[src/rtl/rom_dl_sequencer.sv]
`timescale 1ns/1ps
// rom_dl_sequencer
//   Sequences the HPS ioctl ROM download into the core ROM regions through one
//   shared memory write port. A one-byte buffer is placed between ioctl and the
//   memory port, and ioctl_wait holds hps_io off while that byte is outstanding.
//   The game core is held in reset until the download has drained and a settle
//   interval has elapsed.
//
//   Optional feature: define DL_CHECKSUM_EN to accumulate dl_sum and compare it
//   against CHECKSUM when the drain completes. Without it dl_sum reads 0.
//
// Ports
//   clk_sys        system clock, rising edge
//   reset_n        synchronous active-low reset
//   ioctl_download high while a download is in progress
//   ioctl_wr       one-cycle byte strobe
//   ioctl_addr     byte address (25 bits)
//   ioctl_dout     byte data
//   ioctl_wait     back-pressure to hps_io (buffer full)
//   mem_cs         one-hot region select, valid while mem_we is high
//   mem_addr       offset within the selected region
//   mem_data       write data
//   mem_we         write request, held until mem_ack or timeout
//   mem_ack        write accepted
//   core_reset     active-high reset to the game core (low only in RUN)
//   dl_done        high in RUN
//   dl_error       sticky error, cleared when a new download starts
//   byte_count     bytes accepted in the current download (saturating)
//   dl_sum         running mod-256 byte sum (0 unless DL_CHECKSUM_EN)
module rom_dl_sequencer #(
    parameter logic [15:0] R1_BASE       = 16'h4000,
    parameter logic [15:0] R2_BASE       = 16'h8000,
    parameter logic [15:0] R3_BASE       = 16'hA000,
    parameter logic [16:0] TOTAL_BYTES   = 17'h0C000,
    parameter int unsigned SETTLE_CYCLES = 1024,
    parameter int unsigned ACK_TIMEOUT   = 15,
    parameter logic [7:0]  CHECKSUM      = 8'h00
) (
    input  logic        clk_sys,
    input  logic        reset_n,
    input  logic        ioctl_download,
    input  logic        ioctl_wr,
    input  logic [24:0] ioctl_addr,
    input  logic [7:0]  ioctl_dout,
    output logic        ioctl_wait,
    output logic [3:0]  mem_cs,
    output logic [15:0] mem_addr,
    output logic [7:0]  mem_data,
    output logic        mem_we,
    input  logic        mem_ack,
    output logic        core_reset,
    output logic        dl_done,
    output logic        dl_error,
    output logic [16:0] byte_count,
    output logic [7:0]  dl_sum
);

    localparam int SET_W = (SETTLE_CYCLES > 1) ? $clog2(SETTLE_CYCLES) : 1;
    localparam int TMO_W = (ACK_TIMEOUT > 1) ? $clog2(ACK_TIMEOUT) : 1;
    localparam logic [SET_W-1:0] SETTLE_LAST = SET_W'(SETTLE_CYCLES - 1);
    localparam logic [TMO_W-1:0] TMO_LAST    = TMO_W'(ACK_TIMEOUT - 1);

    typedef enum logic [2:0] {
        ST_IDLE,
        ST_LOAD,
        ST_DRAIN,
        ST_SETTLE,
        ST_RUN
    } state_t;

    state_t             state_q, state_d;
    logic               full_q, full_d;
    logic [3:0]         cs_q, cs_d;
    logic [15:0]        addr_q, addr_d;
    logic [7:0]         data_q, data_d;
    logic [16:0]        count_q, count_d;
    logic               err_q, err_d;
    logic [SET_W-1:0]   settle_q, settle_d;
    logic [TMO_W-1:0]   tmo_q, tmo_d;
    logic               dl_prev_q, dl_prev_d;

    logic               dl_rise;
    logic               addr_ok;
    logic               buf_free;

`ifdef DL_CHECKSUM_EN
    logic [7:0]         sum_q, sum_d;
`endif

    function automatic logic [16:0] sat_inc(input logic [16:0] v);
        return (v == 17'h1FFFF) ? v : v + 17'd1;
    endfunction

    function automatic logic [3:0] region_cs(input logic [24:0] a);
        if (a < {9'd0, R1_BASE})      return 4'b0001;
        else if (a < {9'd0, R2_BASE}) return 4'b0010;
        else if (a < {9'd0, R3_BASE}) return 4'b0100;
        else                          return 4'b1000;
    endfunction

    function automatic logic [15:0] region_base(input logic [24:0] a);
        if (a < {9'd0, R1_BASE})      return 16'h0000;
        else if (a < {9'd0, R2_BASE}) return R1_BASE;
        else if (a < {9'd0, R3_BASE}) return R2_BASE;
        else                          return R3_BASE;
    endfunction

    assign dl_rise  = ioctl_download & ~dl_prev_q;
    assign addr_ok  = (ioctl_addr < {8'd0, TOTAL_BYTES});
    // An ack at this edge frees the buffer, so a byte arriving in the same
    // cycle can be captured and mem_we stays high back to back.
    assign buf_free = ~full_q | mem_ack;

    always_comb begin
        state_d   = state_q;
        full_d    = full_q;
        cs_d      = cs_q;
        addr_d    = addr_q;
        data_d    = data_q;
        count_d   = count_q;
        err_d     = err_q;
        settle_d  = settle_q;
        tmo_d     = tmo_q;
        dl_prev_d = ioctl_download;
`ifdef DL_CHECKSUM_EN
        sum_d     = sum_q;
`endif

        // Memory write handshake: complete on ack, abandon on timeout.
        if (full_q) begin
            if (mem_ack) begin
                full_d = 1'b0;
            end else if (tmo_q == TMO_LAST) begin
                full_d = 1'b0;
                err_d  = 1'b1;
            end else begin
                tmo_d = tmo_q + 1'b1;
            end
        end

        // Byte capture from ioctl, only while loading.
        if (state_q == ST_LOAD && ioctl_wr) begin
            if (!addr_ok || !buf_free) begin
                err_d = 1'b1;
            end else begin
                full_d  = 1'b1;
                tmo_d   = '0;
                cs_d    = region_cs(ioctl_addr);
                addr_d  = ioctl_addr[15:0] - region_base(ioctl_addr);
                data_d  = ioctl_dout;
                count_d = sat_inc(count_q);
`ifdef DL_CHECKSUM_EN
                sum_d   = sum_q + ioctl_dout;
`endif
            end
        end

        case (state_q)
            ST_IDLE: begin
                if (ioctl_download) state_d = ST_LOAD;
            end
            ST_LOAD: begin
                if (!ioctl_download) state_d = ST_DRAIN;
            end
            ST_DRAIN: begin
                if (dl_rise) begin
                    state_d = ST_LOAD;
                end else if (!full_q) begin
                    state_d  = ST_SETTLE;
                    settle_d = SETTLE_LAST;
`ifdef DL_CHECKSUM_EN
                    if (sum_q != CHECKSUM) err_d = 1'b1;
`endif
                end
            end
            ST_SETTLE: begin
                if (dl_rise) begin
                    state_d = ST_LOAD;
                end else if (settle_q == '0) begin
                    state_d = ST_RUN;
                end else begin
                    settle_d = settle_q - 1'b1;
                end
            end
            ST_RUN: begin
                if (dl_rise) state_d = ST_LOAD;
            end
            default: state_d = ST_IDLE;
        endcase

        // A new download starts with clean statistics; this also discards an
        // error raised by a write still draining from the previous download.
        if (state_d == ST_LOAD && state_q != ST_LOAD) begin
            count_d = '0;
            err_d   = 1'b0;
`ifdef DL_CHECKSUM_EN
            sum_d   = 8'h00;
`endif
        end
    end

    always_ff @(posedge clk_sys) begin
        if (!reset_n) begin
            state_q   <= ST_IDLE;
            full_q    <= 1'b0;
            cs_q      <= '0;
            addr_q    <= '0;
            data_q    <= '0;
            count_q   <= '0;
            err_q     <= 1'b0;
            settle_q  <= '0;
            tmo_q     <= '0;
            dl_prev_q <= 1'b0;
`ifdef DL_CHECKSUM_EN
            sum_q     <= 8'h00;
`endif
        end else begin
            state_q   <= state_d;
            full_q    <= full_d;
            cs_q      <= cs_d;
            addr_q    <= addr_d;
            data_q    <= data_d;
            count_q   <= count_d;
            err_q     <= err_d;
            settle_q  <= settle_d;
            tmo_q     <= tmo_d;
            dl_prev_q <= dl_prev_d;
`ifdef DL_CHECKSUM_EN
            sum_q     <= sum_d;
`endif
        end
    end

    assign ioctl_wait = full_q;
    assign mem_we     = full_q;
    assign mem_cs     = cs_q;
    assign mem_addr   = addr_q;
    assign mem_data   = data_q;
    assign core_reset = (state_q != ST_RUN);
    assign dl_done    = (state_q == ST_RUN);
    assign dl_error   = err_q;
    assign byte_count = count_q;

`ifdef DL_CHECKSUM_EN
    assign dl_sum = sum_q;
`else
    logic [7:0] unused_checksum;
    assign unused_checksum = CHECKSUM;
    assign dl_sum          = 8'h00;
`endif

endmodule

[config.mk]
export PLATFORM = sky130hd
export DESIGN_NAME = rom_dl_sequencer
export DESIGN_NICKNAME = d
export VERILOG_FILES = /design/src/rtl/rom_dl_sequencer.sv
export SDC_FILE = /design/constraint.sdc
export NUM_CORES = 1
export LEC_CHECK = 0
export ABC_AREA = 1
export CAP_MARGIN = 20
export CORE_MARGIN = 1.5
export CORE_UTILIZATION = 45
export CTS_CLUSTER_DIAMETER = 50
export CTS_CLUSTER_SIZE = 24
export DETAILED_ROUTE_END_ITERATION = 6
export PLACE_DENSITY = 0.75
export RECOVER_POWER = 25
export SKIP_LAST_GASP = 1
export SLEW_MARGIN = 25
export SYNTH_ARGS = -nofsm -noshare
export SYNTH_HDL_FRONTEND = slang
export SYNTH_SLANG_ARGS = --single-unit
[constraint.sdc]
create_clock -name clk_sys -period 4.8 [get_ports clk_sys]
set_clock_uncertainty 0.2 [all_clocks]
set_input_delay 0.72 -clock clk_sys [delete_from_list [all_inputs] [get_ports clk_sys]]
set_output_delay 0.72 -clock clk_sys [all_outputs]
set_load 0.01 [all_outputs]
==> results.txt, run 1 <==
Synth Warn # - 0
Pwr per Cell Area - 249 mW/mm²
Final #Nets - 653
Post_cts resized - 0
Root Driver - clkbuf_8
R2R Path End - byte_count[8]
Ys flop type - dfxtp_1
Area share of the largest cell type after synthesis - 0.371
DIE WIDTH - 91.3 µm
R2R cell count - 11
PortBufs - 87
Post-DRT Antenna Nets - 0
Max-slew headroom - 0.429
Type of the worst setup path - primary input to flop
CTS clk-pin slew, worst paths - 70 ps
Peak VDD IR - 0.128 mV
Count of final setup violators - 0
Post-Syn Area - 0.00351 mm²
Async SR Flop Fraction - 0
DRT iter0 DRCs - 105
Switching share of power - 0.256
Largest net degree at the start of global routing - 27
Combinational Power Share - 0.113
# rows - 32
CTS tree - built
Global-route wire length before repair - 13500 µm
Htree depth - 3
Die Y - 91.3 µm
Critical path arrival - 2920 ps
Required @ worst endpoint - 4850 ps
Vias in the first global route - 3058
Minimum setup slack among reg-to-reg paths - 2010 ps
Area leader, netlist - dfxtp_1
Setup crit start kind - primary input
Crit path capture type - flop
Fin Setup TNS - 0 ps
Clk sink count - 65
Ant. Diodes - 0
Post-CTS setup buffers - 0
Metal-1 WL - 3850 µm
CTS max path bufs - 2
Seq/Total Area, Yosys - 0.371
Vias/cell - 4.77
Total congestion overflow - 0
Pre-Repair DR Iteration Count - 4
Total track usage - 0.197
Hold bufs inserted after CTS - 0
Hold Path Stages - 2
Uppermost layer routed - met4
Syn avg cell area - 6.72 µm²
Layout cells sized above 1 - 0.0735
Core ar. - 0.00765 mm²
Largest cells by area after synthesis - dfxtp_1 (37%), nand2_1 (20%), nor2_1 (6.3%)
Routed WL per cell - 11.4 µm
Seq pwr share - 0.489
DR WL met3 - 489 µm
Fmax - 348 MHz
Gpl congestion - 0.909
Final Hold Violating Endpoints - 0
RR Startpoint - byte_count[0]
Hold Startpoint - mem_addr[6]
Pwr Total - 1.13 mW
Met2 WL post-DR - 3770 µm
Status - complete, no violations
Cell-internal power - 0.840 mW
Leakage - 2.00 nW
Synthesized flop and latch total - 65
Dpl hpwl - 5930 µm
I/O pin cnt - 96
Worst min path class - flop to flop
Vias - 3408
Worst skew pair latency - 340 ps
Cells after Synth - 522
EDFF count, synth - 0
Slew Limit Fails - 0
WL final - 8150 µm
RSZ-0062 raised after global routing - no
Post-synth top cells - nand2_1 (186), dfxtp_1 (65), nor2_1 (59), inv_1 (58), nand3_1 (28)
Hold Path End - mem_addr[6]
Die area - 0.00834 mm²
Psw - 0.289 mW
Initial Util - 0.459
Layout area overhead - 29.3%
Min Tclk post-route - 2870 ps
Num CTS Buffers - 9
DRC - 0
Initial antenna violation count - 0
Final period util - 0.598
Most common cell in the synthesized netlist - nand2_1
Maxcap violations - 0
Crit path max fanout - 24
Worst slew pin tran - 853 ps
Distinct cells, synth - 34
Clock power share - 0.399
## routing by layer
metal,GRT usage,vias up
met5,0,-
met4,0.0703,0
met3,0.0410,6
met2,0.320,106
met1,0.258,1525
li1,-,1771
## cell families after synthesis
kind of cell / count (synthesis) / share of synthesized area
flip-flops: 65 / 0.371
AO/OA/AOI/OAI: 33 / 0.0528
AND/OR/NAND/NOR: 319 / 0.404
other: 1 / 0.00107
adder cells (fa/ha/maj): 8 / 0.0307
buffers and inverters: 86 / 0.116
XOR/XNOR: 10 / 0.0250
## layout make-up
type                    count  area (µm²)
repair buffers             87         871
inverters                  66         248
well taps                 102         128
fillers                   742        3110
multi-input cells         378        1800
clock inverters             5        56.3
flip-flops and latches     65        1300
clock buffers              11         131
## placed cells by master, fill, tap and decap left out, drive strengths merged
cell type and instances:
a211oi 3, a21o 1, a21oi 17, bufinv 1, clkbuf 11, clkdlybuf4s50 69
clkinv 3, clkinvlp 1, conb 8, dfxtp 65, dlygate4sd3 18, fa 1
ha 7, inv 66, nand2 190, nand3 32, nand3b 3, nand4 12
nor2 77, nor3 4, nor4 1, o211ai 1, o21ai 11, xnor2 3
xor2 7
## sequential cells by signal (all words and copies together) (netlist names), 3 cells and up
name        cells
tmo_q           4
state_q         3
mem_addr       16
settle_q       10
byte_count     17
mem_cs          4
mem_data        8
## worst max-delay path by stage
| stage | start | endpoint | slack, ps | cells past startpoint |
|---|---|---|---|---|
| after floorplan | byte_count[0] | byte_count[10] | 2490 | 12 |
| after global placement | ioctl_addr[20] | mem_addr[15] | 1940 | 11 |
| after detailed placement | ioctl_addr[21] | mem_addr[15] | 1890 | 11 |
| after CTS | byte_count[0] | byte_count[12] | 1970 | 11 |
| after global routing | mem_ack | mem_addr[13] | 1700 | 7 |
| final | mem_ack | mem_addr[13] | 1930 | 7 |
## metrics by stage
stage / hold WS, ps / utilization / area, µm² / setup slack (ps) / instances
final: 241 / 0.594 / 4540 / 1930 / 714
after detailed placement: 231 / 0.572 / 4380 / 1890 / 698
after CTS: 248 / 0.597 / 4560 / 1970 / 714
after global placement: 227 / 0.572 / 4380 / 1940 / 698
after global routing: 260 / 0.594 / 4540 / 1700 / 714
after floorplan: 257 / - / 3540 / 2490 / 529
## critical path, stage by stage
cell	delay [ps]
dlygate4sd3_1	570
nor2_1	120
a21oi_1	330
nand3_1	310
nor2_4	490
inv_1	150
o21ai_0	210
## power by group through the flow
| stage | clock network, mW | registers, mW | logic (mW) |
|---|---|---|---|
| 2_1_floorplan | 0 | 0.563 | 0.0907 |
| 3_3_place_gp | 0 | 0.564 | 0.127 |
| 3_5_place_dp | 0 | 0.564 | 0.129 |
| 4_1_cts | 0.460 | 0.552 | 0.131 |
| 5_1_grt | 0.491 | 0.553 | 0.141 |
| 6_report | 0.450 | 0.552 | 0.127 |
(Power assumes the default switching activity.)
==> run 2, diff against run 1 <==
==> constraint.sdc (replaced) <==
create_clock -name clk_sys -period 2.8 [get_ports clk_sys]
set_clock_uncertainty 0.2 [all_clocks]
set_input_delay 0.42 -clock clk_sys [delete_from_list [all_inputs] [get_ports clk_sys]]
set_output_delay 0.42 -clock clk_sys [all_outputs]
set_load 0.01 [all_outputs]
==> results.txt, run 2 (same netlist as run 1, synthesis figures left out) <==
Peak VDD IR - 0.377 mV
Ant. Diodes - 0
PortBufs - 87
Worst min path class - flop to flop
Met2 WL post-DR - 3540 µm
Metal-1 WL - 3820 µm
Num CTS Buffers - 9
Dpl hpwl - 5800 µm
Hold_ws - 242 ps
Type of the worst setup path - flop to flop
Placed Cells - 701
Post-DRT Antenna Nets - 0
Fmax - 402 MHz
Final #Nets - 656
Min Tclk post-route - 2490 ps
Uppermost layer routed - met4
Crit path capture type - flop
Commonest non-fill, non-tap cells in the layout - nand2_1 (187), clkdlybuf4s50_1 (66), dfxtp_1 (65)
Routed WL per cell - 10.9 µm
Total congestion overflow - 0
Critical path arrival - 2570 ps
Die Y - 91.3 µm
Root Driver - clkbuf_8
Pwr per Cell Area - 431 mW/mm²
Largest register FFs - 17
Pre-Repair DR Iteration Count - 5
Total track usage - 0.196
CTS clk-pin slew, worst paths - 70 ps
Die area - 0.00834 mm²
R2R Path End - byte_count[13]
Vias/cell - 4.72
Minimum setup slack among reg-to-reg paths - 310 ps
Final Hold Violating Endpoints - 0
Fillers - 712
Layout cells sized above 1 - 0.0829
Vias in the first global route - 3042
Final worst slack - 315 ps
Count of final setup violators - 0
Largest net degree at the start of global routing - 27
Layout Cells excl Fill - 717
Maxcap violations - 0
Most common cell after layout, fill and taps aside - nand2_1
Hold Path Stages - 2
# rows - 32
Hold Startpoint - mem_addr[1]
DR WL met3 - 375 µm
Initial antenna violation count - 0
I/O pin cnt - 96
R2R cell count - 13
DRT iter0 DRCs - 151
Global-route wire length before repair - 13400 µm
Hold Path End - mem_addr[1]
Crit path max fanout - 11
Setup crit start kind - flop
Clk sink count - 65
Status - complete, no violations
CTS tree - built
Initial Util - 0.459
Vias - 3381
Hold bufs inserted after CTS - 0
DIE WIDTH - 91.3 µm
Layout area overhead - 31.4%
Final period util - 0.888
Worst slew pin tran - 736 ps
WL final - 7840 µm
Required @ worst endpoint - 2880 ps
Post_cts resized - 0
Htree depth - 3
DRC - 0
Core ar. - 0.00765 mm²
Gpl congestion - 0.919
RSZ-0062 raised after global routing - no
Slew Limit Fails - 0
Leakage - 2.04 nW
Post-CTS setup buffers - 0
Worst skew pair latency - 350 ps
Max-slew headroom - 0.507
Post-layout util - 0.603
CTS max path bufs - 2
Fin Setup TNS - 0 ps
Pre-CTS setup slack - 199 ps
RR Startpoint - byte_count[0]
## run 2: layout make-up
class | count | area [µm²] | area share
Multi-Input combinational cell | 378 | 1830 | 0.396
Inverter | 66 | 248 | 0.0537
Clock inverter | 4 | 51.3 | 0.0111
Clock buffer | 12 | 155 | 0.0336
Timing Repair Buffer | 90 | 902 | 0.196
Tap cell | 102 | 128 | 0.0277
Sequential cell | 65 | 1300 | 0.282
## run 2: how the worst max path moves through the flow
stage | end | cells after the start | from | slack, ps
2_1_floorplan | byte_count[10] | 12 | byte_count[0] | 490
3_3_place_gp | byte_count[12] | 11 | byte_count[0] | 210
3_5_place_dp | byte_count[11] | 11 | byte_count[0] | 200
4_1_cts | byte_count[11] | 11 | byte_count[0] | 180
5_1_grt | byte_count[0] | 13 | byte_count[0] | 50
6_report | byte_count[13] | 13 | byte_count[0] | 310
## run 2: routing by layer
layer  vias to the layer above  GRT usage
met2                        96      0.326
met1                      1502      0.249
met4                         0     0.0872
met3                        10     0.0318
li1                       1773          -
met5                         -          0
## run 2: where the power goes
group	internal (mW)	switching, mW	total [mW]
Combinational	0.0962	0.123	0.220
Clock	0.460	0.360	0.820
Sequential	0.935	0.0109	0.946
Total	1.49	0.494	1.99
## run 2: worst max-delay path, cell delays in order (launching register included)
cell and delay, ps:
dfxtp_1 380, ha_1 280, nand2_1 100, nor2_1 60, nand4_1 70, nor4_1 60, ha_1 180, inv_1 100
nand3_1 90, nor2_1 580, nand2_1 100, nand2_1 90, inv_1 60, nor2_4 80
## run 2: per-stage QoR
stage	power [mW]	area (µm²)
finish	1.99	4610
global route	2.06	4610
CTS	2.00	4620
detailed placement	1.19	4410
global placement	1.18	4410
floorplan	1.12	3540
==> run 3, diff against run 2 <==
--- a/config.mk
+++ b/config.mk
@@ -15,7 +15,6 @@
 export PLACE_DENSITY = 0.75
 export RECOVER_POWER = 25
 export SKIP_LAST_GASP = 1
-export SLEW_MARGIN = 25
 export SYNTH_ARGS = -nofsm -noshare
 export SYNTH_HDL_FRONTEND = slang
 export SYNTH_SLANG_ARGS = --single-unit
==> results of run 3 <==
Final layout, timing and power as in run 2 (identical DEF).
